==> src/rtl/dmem_arbiter.sv <==
// rtl/dmem_arbiter.sv - two-port round-robin arbiter and 3-state access sequencer for the data memory
module dmem_arbiter #(
    parameter int          ADDR_W    = 32,
    parameter logic [31:0] ERR_RDATA = 32'h0000_0000
) (
    input  logic              clk_i,
    input  logic              rst_i,
    input  logic              p0_valid_i,
    input  logic [ADDR_W-1:0] p0_addr_i,
    input  logic [31:0]       p0_wdata_i,
    input  logic              p0_load_i,
    input  logic              p0_store_i,
    input  logic [2:0]        p0_funct3_i,
    input  logic              p1_valid_i,
    input  logic [ADDR_W-1:0] p1_addr_i,
    input  logic [31:0]       p1_wdata_i,
    input  logic              p1_load_i,
    input  logic              p1_store_i,
    input  logic [2:0]        p1_funct3_i,
    output logic              p0_ack_o,
    output logic              p1_ack_o,
    output logic [31:0]       rdata_o,
    output logic              err_o,
    output logic              busy_o,
    output logic [ADDR_W-1:0] mem_address_o,
    output logic [31:0]       mem_write_data_o,
    output logic              mem_is_load_o,
    output logic              mem_is_store_o,
    output logic [2:0]        mem_funct3_o,
    input  logic [31:0]       mem_read_data_i
);

    typedef enum logic [1:0] {IDLE, ACCESS, RESP} state_t;

    state_t              state, state_next;
    logic                last_grant;
    logic                grant_q;
    logic [ADDR_W-1:0]   addr_q;
    logic [31:0]         wdata_q;
    logic                load_q;
    logic                store_q;
    logic [2:0]          funct3_q;

    logic                req_any;
    logic                req_port;
    logic                funct3_ok;
    logic                misaligned;
    logic                access_err;
    logic                mem_en;

    // Round-robin choice: a lone requester wins, a tie goes to the port not served last
    always_comb begin
        req_any  = p0_valid_i | p1_valid_i;
        req_port = 1'b0;
        if (p0_valid_i && p1_valid_i) begin
            req_port = ~last_grant;
        end else begin
            req_port = p1_valid_i;
        end
    end

    // Reject bad size codes, ambiguous load/store and misaligned halfword/word accesses
    always_comb begin
        funct3_ok  = (funct3_q == 3'b000) || (funct3_q == 3'b001) || (funct3_q == 3'b010) ||
                     (funct3_q == 3'b100) || (funct3_q == 3'b101);
        misaligned = ((funct3_q[1:0] == 2'b01) && addr_q[0]) ||
                     ((funct3_q == 3'b010) && (addr_q[1:0] != 2'b00));
        access_err = !funct3_ok || (load_q == store_q) || misaligned;
        mem_en     = (state == ACCESS) && !access_err;
    end

    // State register
    always_ff @(posedge clk_i or posedge rst_i) begin
        if (rst_i) begin
            state <= IDLE;
        end else begin
            state <= state_next;
        end
    end

    // Next-state: IDLE waits for a request, ACCESS and RESP each last one cycle
    always_comb begin
        state_next = state;
        case (state)
            IDLE:    if (req_any) state_next = ACCESS;
            ACCESS:  state_next = RESP;
            RESP:    state_next = IDLE;
            default: state_next = IDLE;
        endcase
    end

    // Request capture on grant, response capture in ACCESS, response clear after RESP
    always_ff @(posedge clk_i or posedge rst_i) begin
        if (rst_i) begin
            last_grant <= 1'b1;
            grant_q    <= 1'b0;
            addr_q     <= '0;
            wdata_q    <= '0;
            load_q     <= 1'b0;
            store_q    <= 1'b0;
            funct3_q   <= 3'b000;
            rdata_o    <= '0;
            err_o      <= 1'b0;
        end else begin
            case (state)
                IDLE: begin
                    if (req_any) begin
                        last_grant <= req_port;
                        grant_q    <= req_port;
                        addr_q     <= req_port ? p1_addr_i   : p0_addr_i;
                        wdata_q    <= req_port ? p1_wdata_i  : p0_wdata_i;
                        load_q     <= req_port ? p1_load_i   : p0_load_i;
                        store_q    <= req_port ? p1_store_i  : p0_store_i;
                        funct3_q   <= req_port ? p1_funct3_i : p0_funct3_i;
                    end
                end
                ACCESS: begin
                    err_o <= access_err;
                    if (access_err) begin
                        rdata_o <= ERR_RDATA;
                    end else if (load_q) begin
                        rdata_o <= mem_read_data_i;
                    end else begin
                        rdata_o <= '0;
                    end
                end
                default: begin
                    err_o   <= 1'b0;
                    rdata_o <= '0;
                end
            endcase
        end
    end

    // Memory controls are live only during a clean ACCESS cycle; acks only during RESP
    always_comb begin
        mem_address_o    = mem_en ? addr_q   : '0;
        mem_write_data_o = mem_en ? wdata_q  : '0;
        mem_is_load_o    = mem_en & load_q;
        mem_is_store_o   = mem_en & store_q;
        mem_funct3_o     = mem_en ? funct3_q : 3'b000;
        p0_ack_o         = (state == RESP) && !grant_q;
        p1_ack_o         = (state == RESP) && grant_q;
        busy_o           = (state != IDLE);
    end

endmodule

==> config.mk <==
export PLATFORM = sky130hd
export DESIGN_NAME = dmem_arbiter
export DESIGN_NICKNAME = d
export VERILOG_FILES = /design/src/rtl/dmem_arbiter.sv
export SDC_FILE = /design/constraint.sdc
export NUM_CORES = 1
export LEC_CHECK = 0
export ABC_AREA = 1
export CAP_MARGIN = 20
export CORE_MARGIN = 4
export CORE_UTILIZATION = 42
export CTS_CLUSTER_SIZE = 24
export DETAILED_ROUTE_END_ITERATION = 7
export HOLD_SLACK_MARGIN = 0.12
export PLACE_DENSITY = 0.85
export SYNTH_ARGS = -nofsm -noshare
export SYNTH_HDL_FRONTEND = slang
export SYNTH_SLANG_ARGS = --single-unit
==> constraint.sdc <==
create_clock -name clk_i -period 3.6 [get_ports clk_i]
set_input_delay 0.54 -clock clk_i [delete_from_list [all_inputs] [get_ports clk_i]]
set_output_delay 0.54 -clock clk_i [all_outputs]
set_load 0.1 [all_outputs]
After elaboration in Yosys (flattened, before gate mapping)
Index checks and enable logic that the tools add are counted.
- equal/unequal tests: 9
- muxes and demuxes: 15
- bitwise logic cells: 4
- reductions and logical operators: 21
- operator list (operator ; number):
    32-bit two-way mux ; 6
    32-bit one-hot mux with 2 select lines ; 1
    1-bit logical OR ; 7
    3-bit == test, second input constant ; 2
    1-bit logical AND ; 6
    3-bit two-way mux ; 2
    2-bit by 1-bit == test with 1-bit output, second input constant ; 2
    2-bit one-hot mux with 2 select lines ; 1
    2-bit nonzero test ; 2
    3-bit by 1-bit == test with 1-bit output, second input constant ; 1
    3-bit by 2-bit == test with 1-bit output, second input constant ; 1
    1-bit zero test ; 3
    3-bit zero test ; 1
    1-bit two-way mux ; 3
    1-bit bitwise AND ; 2
    2-bit == test, second input constant ; 1
    2-bit zero test ; 1
    2-bit two-way mux ; 1
    2-bit inequality test, second input constant ; 1
    1-bit one-hot mux with 2 select lines ; 1
    2-bit AND reduction ; 1
    1-bit == test ; 1
    1-bit inverter ; 1
    1-bit bitwise OR ; 1
- register bits: 106
- input bits: 174
- output and inout bits: 105
- logic and storage cells: 59

Logic depth before layout (Yosys ltp)
Gate-level depths: netlist (run 1).
- depth in word-level cells: 11
- mapped depth: 8

Worst setup path before layout (run 1)
OpenSTA, ideal clock, no wires.
- path kind: flip-flop to output port
- from: reg state[0]
- to: out p0_ack_o
- arrival time: 2.465 ns
- slack: 0.595 ns
- stages on the path, launching flop included: 2
- cells stage by stage: dfrtp_1 > nor3_1
- cells in the longest elaborated chain, start to end: 2
- ends and longest elaborated chain (element ; line ; RTL):
    start, declared ; 35 ; state_t state, state_next;
    start signal, assigned ; 77 ; state <= state_next;
    2-bit == test ; 142 ; p0_ack_o = (state == RESP) && !grant_q;
    1-bit logical AND ; 142 ;
    end, declared ; 20 ; output logic p0_ack_o,
Every way passes these cells.

Worst setup path in the final report (run 1)
- from: reg addr_q[0]
- to: out mem_address_o[2]
- cells in the longest elaborated chain, start to end: 7
- ends and longest elaborated chain (element ; line ; RTL):
    start, declared ; 38 ; logic [ADDR_W-1:0] addr_q;
    start signal, assigned ; 110 ; addr_q <= req_port ? p1_addr_i : p0_addr_i;
    2-bit nonzero test ; 67 ; ((funct3_q == 3'b010) && (addr_q[1:0] != 2'b00));
    1-bit logical AND ; 67 ;
    1-bit logical OR * ; 66 ; misaligned = ((funct3_q[1:0] == 2'b01) && addr_q[0]) ||
    1-bit logical OR * ; 68 ; access_err = !funct3_ok || (load_q == store_q) || misaligned;
    1-bit zero test * ; 69 ; mem_en = (state == ACCESS) && !access_err;
    1-bit logical AND * ; 69 ;
    32-bit two-way mux * ; 137 ; mem_address_o = mem_en ? addr_q : '0;
    end, declared ; 25 ; output logic [ADDR_W-1:0] mem_address_o,
Mark *: on every way between the ends. The rest lies on a longest branch, timed or not.

==> flow_metrics.env, run 1 <==
export IMPL_run_status="completed"
export IMPL_vias_after_detailed_routing=6102
export IMPL_crit_path_cell_trace="nor2_1 > nand2_1 > nand2_1 > buf_4 > nand3_2 > buf_4 > nor2_1 > buf_12"
export IMPL_worstReg2RegStart="last_grant"
export IMPL_synth_net_count=1008
export IMPL_route_detailed_vias_per_inst=4.82
export IMPL_cts_htree_levels=3
export IMPL_worst_setup_path_startpoint="addr_q[0]"
export IMPL_ff2ff_path_depth=6
export IMPL_synthXorXnorAreaFrac_pct=0
export IMPL_fp_dieH_microns=126
export IMPL_cp_end_kind="primary output"
export IMPL_multi_input_comb_area_sq_um=2270
export IMPL_maxSlewHeadroom_pct=31.2
export IMPL_die_area_sq_um=15800
export IMPL_ant_nets=0
export IMPL_wirelength_microns=18800
export IMPL_cp_arrival_ns=2.25
export IMPL_hp_start="wdata_q[25]"
export IMPL_avgSynthCellArea_sq_um=6.97
export IMPL_timing_hold_worst_path_depth=2
export IMPL_detailed_placement_wirelength_estimate_microns=14000
export IMPL_maximum_ir_drop_on_the_vdd_rail_mv=0.403
export IMPL_layout_drive_gt1_share_pct=11.1
export IMPL_synth_largest_area_cell="sky130_fd_sc_hd__dfrtp_1"
export IMPL_gr_usage_total_pct=23.7
export IMPL_clock_skew_final_ns=0.0108
export IMPL_filler_cell_count=982
export IMPL_crit_type="register to primary output"
export IMPL_finalWorstPathRequiredPeriod_ns=2.79
export IMPL_period_share_pct=77.5
export IMPL_worst_r2r_endpoint="addr_q[24]"
export IMPL_initialDrtViolationCount=425
export IMPL_post_cts_resize_count=0
export IMPL_final_net_count=1260
export IMPL_drt_wirelength_per_cell_microns=14.9
export IMPL_number_of_distinct_library_cell_variants_in_the_gate_level_netlist_after_synthesis=20
export IMPL_synth_area_sq_um=5820
export IMPL_area_delta_synth_final_pct=67.1
export IMPL_synthesis_yosys_warnings=0
export IMPL_drc=0
export IMPL_worst_setup_path_start_kind="register"
export IMPL_grt_max_degree=64
export IMPL_place_congestion=0.862
export IMPL_insertion_delay_ns=0.34
export IMPL_worst_setup_hold_path_clk_slew_ns=0.07
export IMPL_numCtsBuffers=9
export IMPL_finalMaxSlewViolations=0
export IMPL_regToRegSetupSlack_ns=1.68
export IMPL_yosys_top_cell_area_share_pct=45.2
export IMPL_seq_area_frac_synth_pct=45.6
export IMPL_antenna_found_initial=0
export IMPL_unrepaired_setup_endpoints_after_global_routing="false"
export IMPL_max_freq_ghz=0.359
export IMPL_yosys_register_bits=106
export IMPL_area_sequential_sq_um=2650
export IMPL_netlist_top_cells_area="sky130_fd_sc_hd__dfrtp_1 (45%), sky130_fd_sc_hd__nand2_1 (20%), sky130_fd_sc_hd__inv_1 (11%)"
export IMPL_cts_buffer_depth=2
export IMPL_synth_top_family_by_area="simple AND/OR/NAND/NOR gates"
export IMPL_antenna_diode_count=0
export IMPL_hold_buffers=0
export IMPL_final_setup_tns_ns=0
export IMPL_powerDensity_nw_per_um2=821
export IMPL_drt_pre_antenna_iters=5
export IMPL_slowest_delay_ns=0.42
export IMPL_synth_compound_area_share_pct=8.99
export IMPL_worst_pin_slew_ns=1.03
export IMPL_grt_pass1_vias=6228
export IMPL_finalHoldViolCount=0
export IMPL_cts_tree="yes"
export IMPL_number_of_sinks_driven_by_the_clock_tree=106
export IMPL_timing_critical_path_fanout_max=39
export IMPL_total_congestion_overflow=0
export IMPL_cellLeakagePower_nw=5.11
export IMPL_whs_endpoint="wdata_q[25]"
export IMPL_number_of_ports_placed_on_the_die_boundary=279
export IMPL_synth_cells=834
export IMPL_post_cts_setup_buffers=0
export IMPL_utilization_pct=72.5
export IMPL_floorplan_core_area_sq_um=13400
export IMPL_setup_violations=0
export IMPL_post_synth_mux_area_share_pct=0
export IMPL_die_width_microns=126
export IMPL_synth_simple_gate_area_share_pct=29.9
export IMPL_port_bufs=278
export IMPL_start_util_pct=43.4
export IMPL_first_pass_grt_wire_length_microns=30700
export IMPL_rows=42
export IMPL_clock_root_buffer="sky130_fd_sc_hd__clkbuf_16"
export IMPL_critical_path_slowest_cell="sky130_fd_sc_hd__dfrtp_1"
export IMPL_critical_path_required_ns=3.06
export IMPL_synth_adder_area_share_pct=0
export IMPL_max_cap_violations=0
export IMPL_hold_path_class="register to register"
-- worst max-delay path by stage --
stage                                  end  slack (ns)  cells past startpoint
after floorplan                  addr_q[0]        0.27                      1
after global placement           addr_q[0]        1.17                      8
after detailed placement        wdata_q[4]        1.10                      8
after CTS                 mem_address_o[2]        0.77                      8
after global routing      mem_address_o[2]        0.63                      8
final                     mem_address_o[2]        0.81                      8
-- kinds of logic (layout without fill, tap and decap cells) --
logic type             Yosys count  in the layout
buffers and inverters          229            485
flip-flops                     106            106
AO/OA/AOI/OAI                   70             70
AND/OR/NAND/NOR                429            429
-- layout by cell type, fill, tap and decap left out, drive strengths merged --
| cell | count |
|---|---|
| nand2 | 317 |
| clkdlybuf4s50 | 208 |
| inv | 176 |
| dfrtp | 105 |
| buf | 85 |
| nor2 | 76 |
| o211ai | 69 |
| nand4 | 32 |
| clkbuf | 10 |
| clkinv | 3 |
| nor3 | 2 |
| clkinvlp | 2 |
| nand3 | 2 |
| o21ai | 1 |
| bufinv | 1 |
| dfstp | 1 |
-- per-layer routing --
layer / global-route usage, % / vias up / wire (microns)
li1: - / 3011 / -
met2: 42.2 / 270 / 9470
met4: 9.69 / 0 / 616
met5: 0 / - / 0
met3: 5.17 / 45 / 1390
met1: 27.8 / 2776 / 7360
-- metrics by stage --
step / instance area, sq um / instances / power, mW / setup slack [ns] / hold slack [ns]
3_3_place_gp: 9420 / 1251 / 6.92 / 1.17 / 0.461
5_1_grt: 9720 / 1266 / 8.44 / 0.633 / 0.496
6_report: 9720 / 1266 / 7.98 / 0.811 / 0.478
3_5_place_dp: 9420 / 1251 / 7.03 / 1.10 / 0.465
4_1_cts: 9720 / 1266 / 8.03 / 0.774 / 0.483
2_1_floorplan: 5820 / 834 / 5.38 / 0.273 / 0.443
-- sequential cells by signal, summed over array words and instances (netlist names) --
register / flops
addr_q: 32
err_o: 1
funct3_q: 3
grant_q: 1
last_grant: 1
load_q: 1
rdata_o: 32
state: 2
store_q: 1
wdata_q: 32
-- Yosys cell counts, drive strengths merged --
cell,number
nor3,2
dfrtp,105
nor2,76
nand2,317
inv,176
o211ai,69
o21ai,1
dfstp,1
nand4,32
clkinv,1
nand3,2
buf,28
clkbuf,24
-- layout make-up --
cell class / instances / share of cell area, %
clock buffer: 10 / 2.46
clock inverter: 5 / 0.567
inverter: 177 / 6.86
multi-input combinational: 499 / 23.4
sequential: 106 / 27.3
tap: 176 / 2.27
timing repair buffer: 293 / 37.1
-- report_power, final --
group | internal [mW] | switching [mW] | total, mW
combinational | 1.48 | 3.53 | 5.00
sequential | 1.70 | 0.302 | 2.00
clock | 0.552 | 0.423 | 0.975
total | 3.73 | 4.25 | 7.98
-- critical path: cells and delay by family, from the launching register on --
kind	cells	cell delay, ns
buffers and inverters	3	0.84
AND/OR/NAND/NOR	5	0.64
flip-flops	1	0.42
Note: power is estimated with default switching activity, not from simulation.
==> run 2: changes to the inputs <==
==> constraint.sdc (replaced) <==
create_clock -name clk_i -period 2.8 [get_ports clk_i]
set_input_delay 0.42 -clock clk_i [delete_from_list [all_inputs] [get_ports clk_i]]
set_output_delay 0.42 -clock clk_i [all_outputs]
set_load 0.1 [all_outputs]
==> run 2 against run 1 <==
  * Non-clock buffer count decreased by 3
  * Die area unchanged
  * Final cell count shrank 0.16%
  * Design area is 0.36% lower
  * Clock power up 42%
  * Largest power group unchanged
==> flow_metrics.env, run 2 (same netlist as run 1, synthesis figures left out) <==
export IMPL_hold_path_class="register to register"
export IMPL_die_area_sq_um=15800
export IMPL_drt_wirelength_per_cell_microns=14.7
export IMPL_cts_htree_levels=3
export IMPL_rows=42
export IMPL_hold_buffers=0
export IMPL_route_detailed_vias_per_inst=4.81
export IMPL_filler_cell_count=1020
export IMPL_grt_pass1_vias=6055
export IMPL_final_net_count=1257
export IMPL_wirelength_microns=18600
export IMPL_number_of_sinks_driven_by_the_clock_tree=106
export IMPL_layout_drive_gt1_share_pct=14.1
export IMPL_crit_type="register to primary output"
export IMPL_period_share_pct=88.3
export IMPL_unrepaired_setup_endpoints_after_global_routing="false"
export IMPL_timing_critical_path_fanout_max=45
export IMPL_whs_endpoint="last_grant"
export IMPL_critical_path_required_ns=2.38
export IMPL_gr_usage_total_pct=23.4
export IMPL_setup_violations=0
export IMPL_number_of_ports_placed_on_the_die_boundary=279
export IMPL_fin_ws_ns=0.328
export IMPL_worst_r2r_endpoint="funct3_q[1]"
export IMPL_placed_cells=1248
export IMPL_initialDrtViolationCount=406
export IMPL_cts_tree="yes"
export IMPL_cp_arrival_ns=2.05
export IMPL_grt_max_degree=107
export IMPL_antenna_found_initial=0
export IMPL_die_width_microns=126
export IMPL_finalHoldViolCount=0
export IMPL_cellLeakagePower_nw=5.20
export IMPL_total_congestion_overflow=0
export IMPL_insertion_delay_ns=0.35
export IMPL_hp_start="last_grant"
export IMPL_regToRegSetupSlack_ns=1.10
export IMPL_cp_end_kind="primary output"
export IMPL_vias_after_detailed_routing=6075
export IMPL_port_bufs=278
export IMPL_final_cells=1264
export IMPL_worst_setup_path_start_kind="register"
export IMPL_worst_setup_hold_path_clk_slew_ns=0.07
export IMPL_layout_top_registers="addr_q x32, rdata_o x32, wdata_q x32"
export IMPL_timing_hold_worst_path_depth=2
export IMPL_floorplan_core_area_sq_um=13400
export IMPL_report_power_total_mw=10.4
export IMPL_powerDensity_nw_per_um2=1070
export IMPL_place_congestion=0.828
export IMPL_final_common_cell="sky130_fd_sc_hd__nand2_1"
export IMPL_area_delta_synth_final_pct=66.5
export IMPL_worst_pin_slew_ns=0.573
export IMPL_run_status="completed"
export IMPL_post_cts_resize_count=0
export IMPL_placement_setup_worst_slack_ns=0.666
export IMPL_fp_dieH_microns=126
export IMPL_antenna_diode_count=0
export IMPL_clock_root_buffer="sky130_fd_sc_hd__clkbuf_16"
export IMPL_maxSlewHeadroom_pct=61.8
export IMPL_max_freq_ghz=0.405
export IMPL_clock_skew_final_ns=0.0122
export IMPL_first_pass_grt_wire_length_microns=30100
export IMPL_drc=0
export IMPL_finalWorstPathRequiredPeriod_ns=2.47
export IMPL_cts_buffer_depth=2
export IMPL_ant_nets=0
export IMPL_finalMaxSlewViolations=0
export IMPL_ff2ff_path_depth=6
export IMPL_max_cap_violations=0
export IMPL_worstReg2RegStart="last_grant"
export IMPL_post_cts_setup_buffers=0
export IMPL_detailed_placement_wirelength_estimate_microns=13800
export IMPL_start_util_pct=43.4
export IMPL_maximum_ir_drop_on_the_vdd_rail_mv=0.447
export IMPL_drt_pre_antenna_iters=4
export IMPL_highest_count_cells_in_the_layout_ignoring_fill_and_taps="sky130_fd_sc_hd__nand2_1 (316), sky130_fd_sc_hd__clkdlybuf4s50_1 (173), sky130_fd_sc_hd__inv_1 (171)"
export IMPL_numCtsBuffers=9
-- run 2: layout make-up --
| type | count | area (sq um) | area share, % |
|---|---|---|---|
| Clock buffer | 12 | 256 | 2.65 |
| Clock inverter | 4 | 73.8 | 0.762 |
| Inverter | 177 | 668 | 6.90 |
| Multi-Input combinational cell | 499 | 2270 | 23.5 |
| Sequential cell | 106 | 2650 | 27.4 |
| Tap cell | 176 | 220 | 2.27 |
| Timing Repair Buffer | 290 | 3540 | 36.5 |
-- run 2: routing by layer --
layer / part of all wire [%] / up-vias / GRT usage [%]
met5: 0 / - / 0
met2: 50 / 237 / 41.2
met3: 8.8 / 37 / 6.65
met4: 3.1 / 0 / 8.80
li1: - / 3008 / -
met1: 38 / 2793 / 27.0
-- run 2: critical path, stage by stage (launching register included) --
cell	delay (ns)
sky130_fd_sc_hd__dfrtp_1	0.41
sky130_fd_sc_hd__nor2_1	0.12
sky130_fd_sc_hd__nand2_1	0.06
sky130_fd_sc_hd__nand2_1	0.11
sky130_fd_sc_hd__nand3_2	0.26
sky130_fd_sc_hd__buf_12	0.28
sky130_fd_sc_hd__nor2_1	0.23
sky130_fd_sc_hd__buf_12	0.21
-- run 2: per-stage QoR --
step | setup TNS (ns) | cell area, sq um | hold WS [ns] | utilization, %
after CTS | 0 | 9680 | 0.479 | 72.3
final | 0 | 9680 | 0.473 | 72.3
after global routing | 0 | 9680 | 0.492 | 72.3
after floorplan | -0.170 | 5820 | 0.443 | -
after global placement | 0 | 9350 | 0.452 | 69.8
after detailed placement | 0 | 9350 | 0.467 | 69.8
-- run 2: power breakdown --
part           switching (mW)  internal (mW)
registers               0.364           2.18
logic                    4.54           1.89
clock network           0.546          0.833
total                    5.45           4.91
-- run 2: worst max-delay path by stage --
stage                            to  cells after the start        start  slack [ns]
2_1_floorplan              p0_ack_o                      1     state[0]       -0.08
3_3_place_gp       mem_address_o[0]                      7  funct3_q[0]        0.70
3_5_place_dp            funct3_q[1]                      7   p0_valid_i        0.67
4_1_cts         mem_write_data_o[1]                      7  funct3_q[0]        0.28
5_1_grt            mem_address_o[2]                      7  funct3_q[0]        0.12
6_report       mem_write_data_o[10]                      7    addr_q[0]        0.33
==> run 3: changes to the inputs <==
--- a/config.mk
+++ b/config.mk
@@ -6,6 +6,7 @@
 export NUM_CORES = 1
 export LEC_CHECK = 0
 export ABC_AREA = 1
+export ABC_CLOCK_PERIOD_IN_PS = 2800
 export CAP_MARGIN = 20
 export CORE_MARGIN = 4
 export CORE_UTILIZATION = 42
==> results of run 3 <==
Same layout as run 2: the final DEF is identical, and so are final timing and power.
